File: config.mk
export PLATFORM = sky130hd
export DESIGN_NAME = cbm2_keyboard
export DESIGN_NICKNAME = d
export VERILOG_FILES = /design/src/rtl/cbm2_keyboard.sv
export SDC_FILE = /design/constraint.sdc
export NUM_CORES = 1
export LEC_CHECK = 0
export BUFFER_PORTS_ARGS = -buffer_cell sky130_fd_sc_hd__buf_2
export CAP_MARGIN = 30
export CORE_AREA = 8 8 199 201
export CTS_CLUSTER_DIAMETER = 60
export DETAILED_ROUTE_END_ITERATION = 8
export DIE_AREA = 0 0 207 209
export GPL_TIMING_DRIVEN = 0
export PLACE_DENSITY = 0.38
export SLEW_MARGIN = 10
export SYNTH_ARGS = -nofsm -noshare
export SYNTH_HDL_FRONTEND = slang
export SYNTH_SLANG_ARGS = --single-unit
File: constraint.sdc
create_clock -name clk_sys -period 2.75 [get_ports clk_sys]
set_input_delay 0.1375 -clock clk_sys [delete_from_list [all_inputs] [get_ports clk_sys]]
set_output_delay 0.1375 -clock clk_sys [all_outputs]
set_load 0.02 [all_outputs]
File: src/rtl/cbm2_keyboard.sv
// Translates hps_io PS/2 key events into the CBM-II 16x6 keyboard matrix read by the keyboard TPI.
// Three-stage event pipeline (detect, lookup, apply) plus a registered active-low row read.
module cbm2_keyboard #(
    parameter bit SHIFTLOCK_TOGGLE = 1'b1
) (
    input  logic        clk_sys,
    input  logic        reset,
    input  logic [10:0] ps2_key,
    input  logic        pause,
    input  logic [15:0] col_sel,
    output logic [5:0]  row_out,
    output logic        key_event,
    output logic        shift_lock
);
    typedef struct packed {
        logic       valid;
        logic       caps;
        logic [3:0] col;
        logic [2:0] row;
    } key_pos_t;

    function automatic key_pos_t pos(input int unsigned col, input int unsigned row);
        pos = '{valid: 1'b1, caps: 1'b0, col: 4'(col), row: 3'(row)};
    endfunction

    // Set-2 scancode (bit 8 = E0 prefix) to matrix position; Caps Lock owns col 1, row 4.
    function automatic key_pos_t lookup(input logic ext, input logic [7:0] code);
        case ({ext, code})
            9'h076: lookup = pos(1, 0);
            9'h005: lookup = pos(2, 0);
            9'h006: lookup = pos(3, 0);
            9'h004: lookup = pos(4, 0);
            9'h00C: lookup = pos(5, 0);
            9'h003: lookup = pos(6, 0);
            9'h00B: lookup = pos(7, 0);
            9'h083: lookup = pos(8, 0);
            9'h00A: lookup = pos(9, 0);
            9'h001: lookup = pos(10, 0);
            9'h009: lookup = pos(11, 0);
            9'h016: lookup = pos(1, 1);
            9'h01E: lookup = pos(2, 1);
            9'h026: lookup = pos(3, 1);
            9'h025: lookup = pos(4, 1);
            9'h02E: lookup = pos(5, 1);
            9'h036: lookup = pos(6, 1);
            9'h03D: lookup = pos(7, 1);
            9'h03E: lookup = pos(8, 1);
            9'h046: lookup = pos(9, 1);
            9'h045: lookup = pos(10, 1);
            9'h04E: lookup = pos(11, 1);
            9'h055: lookup = pos(12, 1);
            9'h066: lookup = pos(13, 1);
            9'h175: lookup = pos(14, 1);
            9'h00D: lookup = pos(1, 2);
            9'h01C: lookup = pos(2, 2);
            9'h01B: lookup = pos(3, 2);
            9'h023: lookup = pos(4, 2);
            9'h02B: lookup = pos(5, 2);
            9'h034: lookup = pos(6, 2);
            9'h033: lookup = pos(7, 2);
            9'h03B: lookup = pos(8, 2);
            9'h042: lookup = pos(9, 2);
            9'h04B: lookup = pos(10, 2);
            9'h04C: lookup = pos(11, 2);
            9'h052: lookup = pos(12, 2);
            9'h05A: lookup = pos(13, 2);
            9'h172: lookup = pos(14, 2);
            9'h014: lookup = pos(1, 3);
            9'h015: lookup = pos(2, 3);
            9'h01D: lookup = pos(3, 3);
            9'h024: lookup = pos(4, 3);
            9'h02D: lookup = pos(5, 3);
            9'h02C: lookup = pos(6, 3);
            9'h035: lookup = pos(7, 3);
            9'h03C: lookup = pos(8, 3);
            9'h043: lookup = pos(9, 3);
            9'h044: lookup = pos(10, 3);
            9'h04D: lookup = pos(11, 3);
            9'h054: lookup = pos(12, 3);
            9'h05B: lookup = pos(13, 3);
            9'h16B: lookup = pos(14, 3);
            9'h012: lookup = pos(0, 4);
            9'h059: lookup = pos(0, 4);
            9'h058: lookup = '{valid: 1'b1, caps: 1'b1, col: 4'd1, row: 3'd4};
            9'h01A: lookup = pos(2, 4);
            9'h022: lookup = pos(3, 4);
            9'h021: lookup = pos(4, 4);
            9'h02A: lookup = pos(5, 4);
            9'h032: lookup = pos(6, 4);
            9'h031: lookup = pos(7, 4);
            9'h03A: lookup = pos(8, 4);
            9'h041: lookup = pos(9, 4);
            9'h049: lookup = pos(10, 4);
            9'h04A: lookup = pos(11, 4);
            9'h05D: lookup = pos(12, 4);
            9'h174: lookup = pos(14, 4);
            9'h011: lookup = pos(1, 5);
            9'h029: lookup = pos(2, 5);
            9'h170: lookup = pos(12, 5);
            9'h171: lookup = pos(13, 5);
            9'h16C: lookup = pos(14, 5);
            default: lookup = '0;
        endcase
    endfunction

    logic       old_toggle;
    logic       new_event;
    logic       s0_valid;
    logic       s0_pressed;
    logic       s0_ext;
    logic [7:0] s0_code;
    key_pos_t   s1_pos;
    logic       s1_pressed;
    logic [5:0] mat [16];
    logic [5:0] rows_hit;

    assign new_event  = (ps2_key[10] != old_toggle) && !pause;
    assign shift_lock = mat[1][4];

    // Stage 0: a toggle flip is the event; while paused it stays pending against old_toggle.
    always_ff @(posedge clk_sys) begin
        if (reset) begin
            old_toggle <= ps2_key[10];
            s0_valid   <= 1'b0;
            s0_pressed <= 1'b0;
            s0_ext     <= 1'b0;
            s0_code    <= '0;
        end else begin
            s0_valid <= new_event;
            if (new_event) begin
                old_toggle                      <= ps2_key[10];
                {s0_pressed, s0_ext, s0_code} <= ps2_key[9:0];
            end
        end
    end

    always_ff @(posedge clk_sys) begin
        if (reset) begin
            s1_pos     <= '0;
            s1_pressed <= 1'b0;
        end else begin
            s1_pos     <= s0_valid ? lookup(s0_ext, s0_code) : '0;
            s1_pressed <= s0_pressed;
        end
    end

    always_ff @(posedge clk_sys) begin
        if (reset) begin
            // NOTE: the matrix is 96 discrete flops rather than a RAM, so it is cleared on reset like any other state.
            for (int c = 0; c < 16; c++) mat[c] <= '0;
            key_event <= 1'b0;
        end else begin
            key_event <= 1'b0;
            if (s1_pos.valid) begin
                if (s1_pos.caps && SHIFTLOCK_TOGGLE) begin
                    if (s1_pressed) begin
                        mat[1][4] <= !mat[1][4];
                        key_event <= 1'b1;
                    end
                end else if (mat[s1_pos.col][s1_pos.row] != s1_pressed) begin
                    mat[s1_pos.col][s1_pos.row] <= s1_pressed;
                    key_event                   <= 1'b1;
                end
            end
        end
    end

    always_comb begin
        // NOTE: combinational block uses blocking assignments with the default set first, so no latch is inferred.
        rows_hit = '0;
        for (int c = 0; c < 16; c++) begin
            if (!col_sel[c]) rows_hit = rows_hit | mat[c];
        end
    end

    always_ff @(posedge clk_sys) begin
        if (reset) row_out <= 6'h3F;
        else       row_out <= ~rows_hit;
    end
endmodule
==> impl_metrics.env <==
export IMPL_worst_ep_arrival_time_ps=3140
export IMPL_clock_path_buffers=2
export IMPL_synth_cell_area_sq_um=9020
export IMPL_numPortBuffers=36
export IMPL_dieArea_sq_um=43300
export IMPL_clock_latency_ps=450
export IMPL_io_pin_count=38
export IMPL_worst_hold_path_endpoint="s0_code[0]"
export IMPL_cts_sink_count=125
export IMPL_synthDominantCellAreaShare_pct=32.3
export IMPL_post_route_cells_drive_above_1_share_pct=23.2
export IMPL_cp_cell_sequence="buf_12 -> mux4_2 -> mux2_4 -> nand3_4 -> nand4_1 -> nor3b_4 -> buf_6 -> buf_12 -> nand2_8 -> buf_12 -> a221o_1"
export IMPL_worstPathBufferInverterCount=4
export IMPL_dr_total_vias=10065
export IMPL_timing_max_slew_rel_slack_pct=31.0
export IMPL_place_detailed_hpwl_um=34500
export IMPL_synthesis_instances=1065
export IMPL_grt_pass1_vias=9458
export IMPL_finalNonFillerCells=1650
export IMPL_grt_overflow_total=0
export IMPL_synth_yosys_seq_area_share_pct=38.5
export IMPL_h_tree_level_count=4
export IMPL_report_final_hold_viol_count=0
export IMPL_r2r_worst_path_cells=11
export IMPL_grt_start_max_net_pins=17
export IMPL_synthToLayoutAreaGrowth_pct=29.7
export IMPL_worst_r2r_setup_slack_ps=-200
export IMPL_timing_final_ws_setup_ps=-203
export IMPL_setup_repair_after_global_routing_missed_its_margin="true"
export IMPL_fin_crit_ps=2950
export IMPL_required_ps=2940
export IMPL_worst_pin_slew_ps=1030
export IMPL_globalplace_congestion=1.01
export IMPL_postRouteAntennaNets=0
export IMPL_final_nets=1197
export IMPL_fin_skew_ps=12.1
export IMPL_post_synth_main_area_contributors="edfxtp_1 32%, nor2_1 7.1%, dfxtp_1 6.2%"
export IMPL_synthFlopType="edfxtp_1"
export IMPL_sw_frac_of_total_pct=29.2
export IMPL_startpoint_type="flop"
export IMPL_whs_ps=53.5
export IMPL_comb_power_share_pct=15.8
export IMPL_floorplan_initialDensity_pct=24.9
export IMPL_holdCritStartpoint="pause"
export IMPL_power_density_nw_per_um2=454
export IMPL_clock_fmax_mhz=339
export IMPL_power_static_leakage_nw=3.84
export IMPL_path_class="flop to flop"
export IMPL_cpLargestDelayFamily="multiplexers"
export IMPL_setup_violations=151
export IMPL_via_per_inst=6.10
export IMPL_cts_buffers=17
export IMPL_critical_path_peak_fanout=8
export IMPL_r2r_end="mat[15][2]"
export IMPL_global_route_wire_length_before_repair_um=68900
export IMPL_tritoncts="done"
export IMPL_detailedRoute_firstPassIterationCount=7
export IMPL_endpoint_kind="flop"
export IMPL_switching_power_w=0.00155
export IMPL_vdd_drop_max_v=0.000472
export IMPL_grt_util_all_layers_pct=21.7
export IMPL_min_delay_path_depth=3
export IMPL_outcome="finished with violations"
export IMPL_place_detailed_instances=1574
export IMPL_initial_antenna_violation_count=1
export IMPL_clkSlewWorstSetupHoldPaths_ps=60
export IMPL_drv_max_cap_violation_count=0
export IMPL_overall_power_after_layout_w=0.00531
export IMPL_die_width_um=207
export IMPL_clkPwrFrac_pct=43.6
export IMPL_chipHeight_um=209
export IMPL_reg2reg_from="s1_pos[4]"
export IMPL_area_of_the_placeable_core_sq_um=36300
export IMPL_synthesis_yosys_warnings=0
export IMPL_critical_path_max_stage_delay_ps=530
export IMPL_critical_path_slowest_cell="mux4_2"
export IMPL_ys_ff_latch=125
export IMPL_syn_avg_cell_area_sq_um=8.47
export IMPL_synth_enable_flop_cells=97
export IMPL_drc=0
export IMPL_routed_wl_um=48800
export IMPL_pre_cts_setup_slack_ps=-1010
export IMPL_failed_checks="setup timing"
export IMPL_fill_cells=3904
export IMPL_post_synth_top_area_cell="edfxtp_1"
export IMPL_final_core_util_pct=32.2
export IMPL_std_cell_rows=70
export IMPL_mappedNetlistNets=1095
export IMPL_finalMaxSlewViolations=0
export IMPL_hp_class="primary input to flop"
export IMPL_post_drt_wl_per_cell_um=29.5
export IMPL_first_iter_violations=1302
export IMPL_cts_root_buffer="clkbuf_16"
export IMPL_synth_async_reset_ratio_pct=0
export IMPL_synth_cell_types=64
export IMPL_p_int_w=0.00376
export IMPL_final_worst_path_period_share_pct=107
export IMPL_most_frequent_cell_on_the_critical_path="buf_12"
export IMPL_share_seq_of_total_power_pct=40.6
==> layout make-up <==
| type | count | area [sq um] | area share, % |
|---|---|---|---|
| inverter | 22 | 86.3 | 0.739 |
| timing repair buffer | 91 | 796 | 6.81 |
| multi-input combinational | 814 | 5500 | 47.0 |
| antenna | 2 | 5.00 | 0.0428 |
| tap | 468 | 586 | 5.01 |
| buffer | 96 | 653 | 5.59 |
| clock buffer | 20 | 479 | 4.10 |
| sequential | 125 | 3480 | 29.7 |
| clock inverter | 12 | 110 | 0.942 |
==> metrics by stage <==
step / cell area, sq um / setup TNS, ps
after floorplan: 9020 / 0
after global routing: 11700 / -27480
final: 11700 / -14330
after CTS: 11300 / -10240
after detailed placement: 9840 / -150190
after global placement: 9780 / -185060
==> placed cells by master (no fill, tap or decap), types with 14 or more instances in the layout <==
cell type,netlist,layout
clkbuf_1,74,46
clkbuf_16,0,21
nand2b_1,21,19
mux2i_1,47,47
o21ai_0,42,31
inv_1,21,21
nand4_1,14,14
dfxtp_1,28,26
a22o_1,35,35
clkbuf_2,0,14
nor3_1,60,46
buf_2,17,39
a21oi_1,25,20
a221oi_1,16,16
nor2_2,0,32
nor2b_1,17,16
buf_6,1,22
a211o_1,27,27
edfxtp_1,97,97
nor2_1,171,136
buf_4,4,25
nand3_1,36,29
nand2_1,79,75
a22oi_1,16,15
a31oi_1,34,34
a221o_1,35,35
nor4_1,19,16
==> power groups by stage <==
stage	clock [W]	combinational (W)	sequential [W]
after floorplan	0	0.000418	0.00217
after global placement	0	0.000704	0.00219
after detailed placement	0	0.000691	0.00219
after CTS	0.00234	0.000780	0.00215
after global routing	0.00241	0.000877	0.00216
final	0.00231	0.000841	0.00215
==> cells by family after synthesis <==
| kind of cell | Yosys count | synth area share [%] |
|---|---|---|
| and+or+nand+nor | 472 | 25.4 |
| AOI/OAI and AO/OA | 287 | 24.0 |
| buffers and inverters | 127 | 5.77 |
| DFF | 125 | 38.5 |
| muxes | 51 | 5.97 |
| xor gates and xnor gates | 3 | 0.291 |
==> routing by layer <==
layer | vias up | routed length (um) | track usage [%]
met4 | 0 | 1720 | 7.74
li1 | 4283 | - | -
met3 | 113 | 5400 | 6.33
met5 | - | 0 | 0
met2 | 694 | 20700 | 32.2
met1 | 4975 | 20900 | 29.5
==> state kept, by name, indices dropped and copies added (netlist names) <==
signal / count
s0_ext: 1
s0_valid: 1
s0_code: 8
old_toggle: 1
row_out: 6
s1_pressed: 1
s1_pos: 9
s0_pressed: 1
mat: 96
key_event: 1
==> synthesized netlist by cell type (17+ instances only) <==
master	n
a221o_1	35
buf_2	17
nor2_1	171
nand3_1	36
a22o_1	35
nand2_1	79
nor4_1	19
clkbuf_1	74
a31oi_1	34
inv_1	21
nand2b_1	21
a21oi_1	25
a211o_1	27
o21ai_0	42
nor2b_1	17
nor3_1	60
edfxtp_1	97
dfxtp_1	28
mux2i_1	47
==> worst min-delay path: stages <==
cell	delay (ps)
buf_2	90
nor3_1	50
a22o_1	170
==> timing repair <==
item / in CTS / in global routing
hold buffers: 11 / 0
hold endpoints to repair: 11 / 0
buffers inserted: 23 / 8
setup endpoints to repair: 194 / 188
cloned: 6 / 3
resized for setup: 149 / 92
pin swaps: 38 / 28
==> how the worst max path moves through the flow <==
stage / startpoint / endpoint / slack (ps) / cells after the start
CTS: s1_pos[4] / mat[6][0] / -150 / 11
detailed placement: s1_pos[4] / mat[6][1] / -1010 / 11
finish: s1_pos[4] / mat[15][2] / -200 / 11
global placement: s1_pos[3] / mat[4][0] / -1340 / 8
floorplan: mat[1][4] / mat[3][0] / 50 / 9
global route: s1_pos[8] / mat[5][0] / -260 / 8
Power figures use the tool's default switching activity.
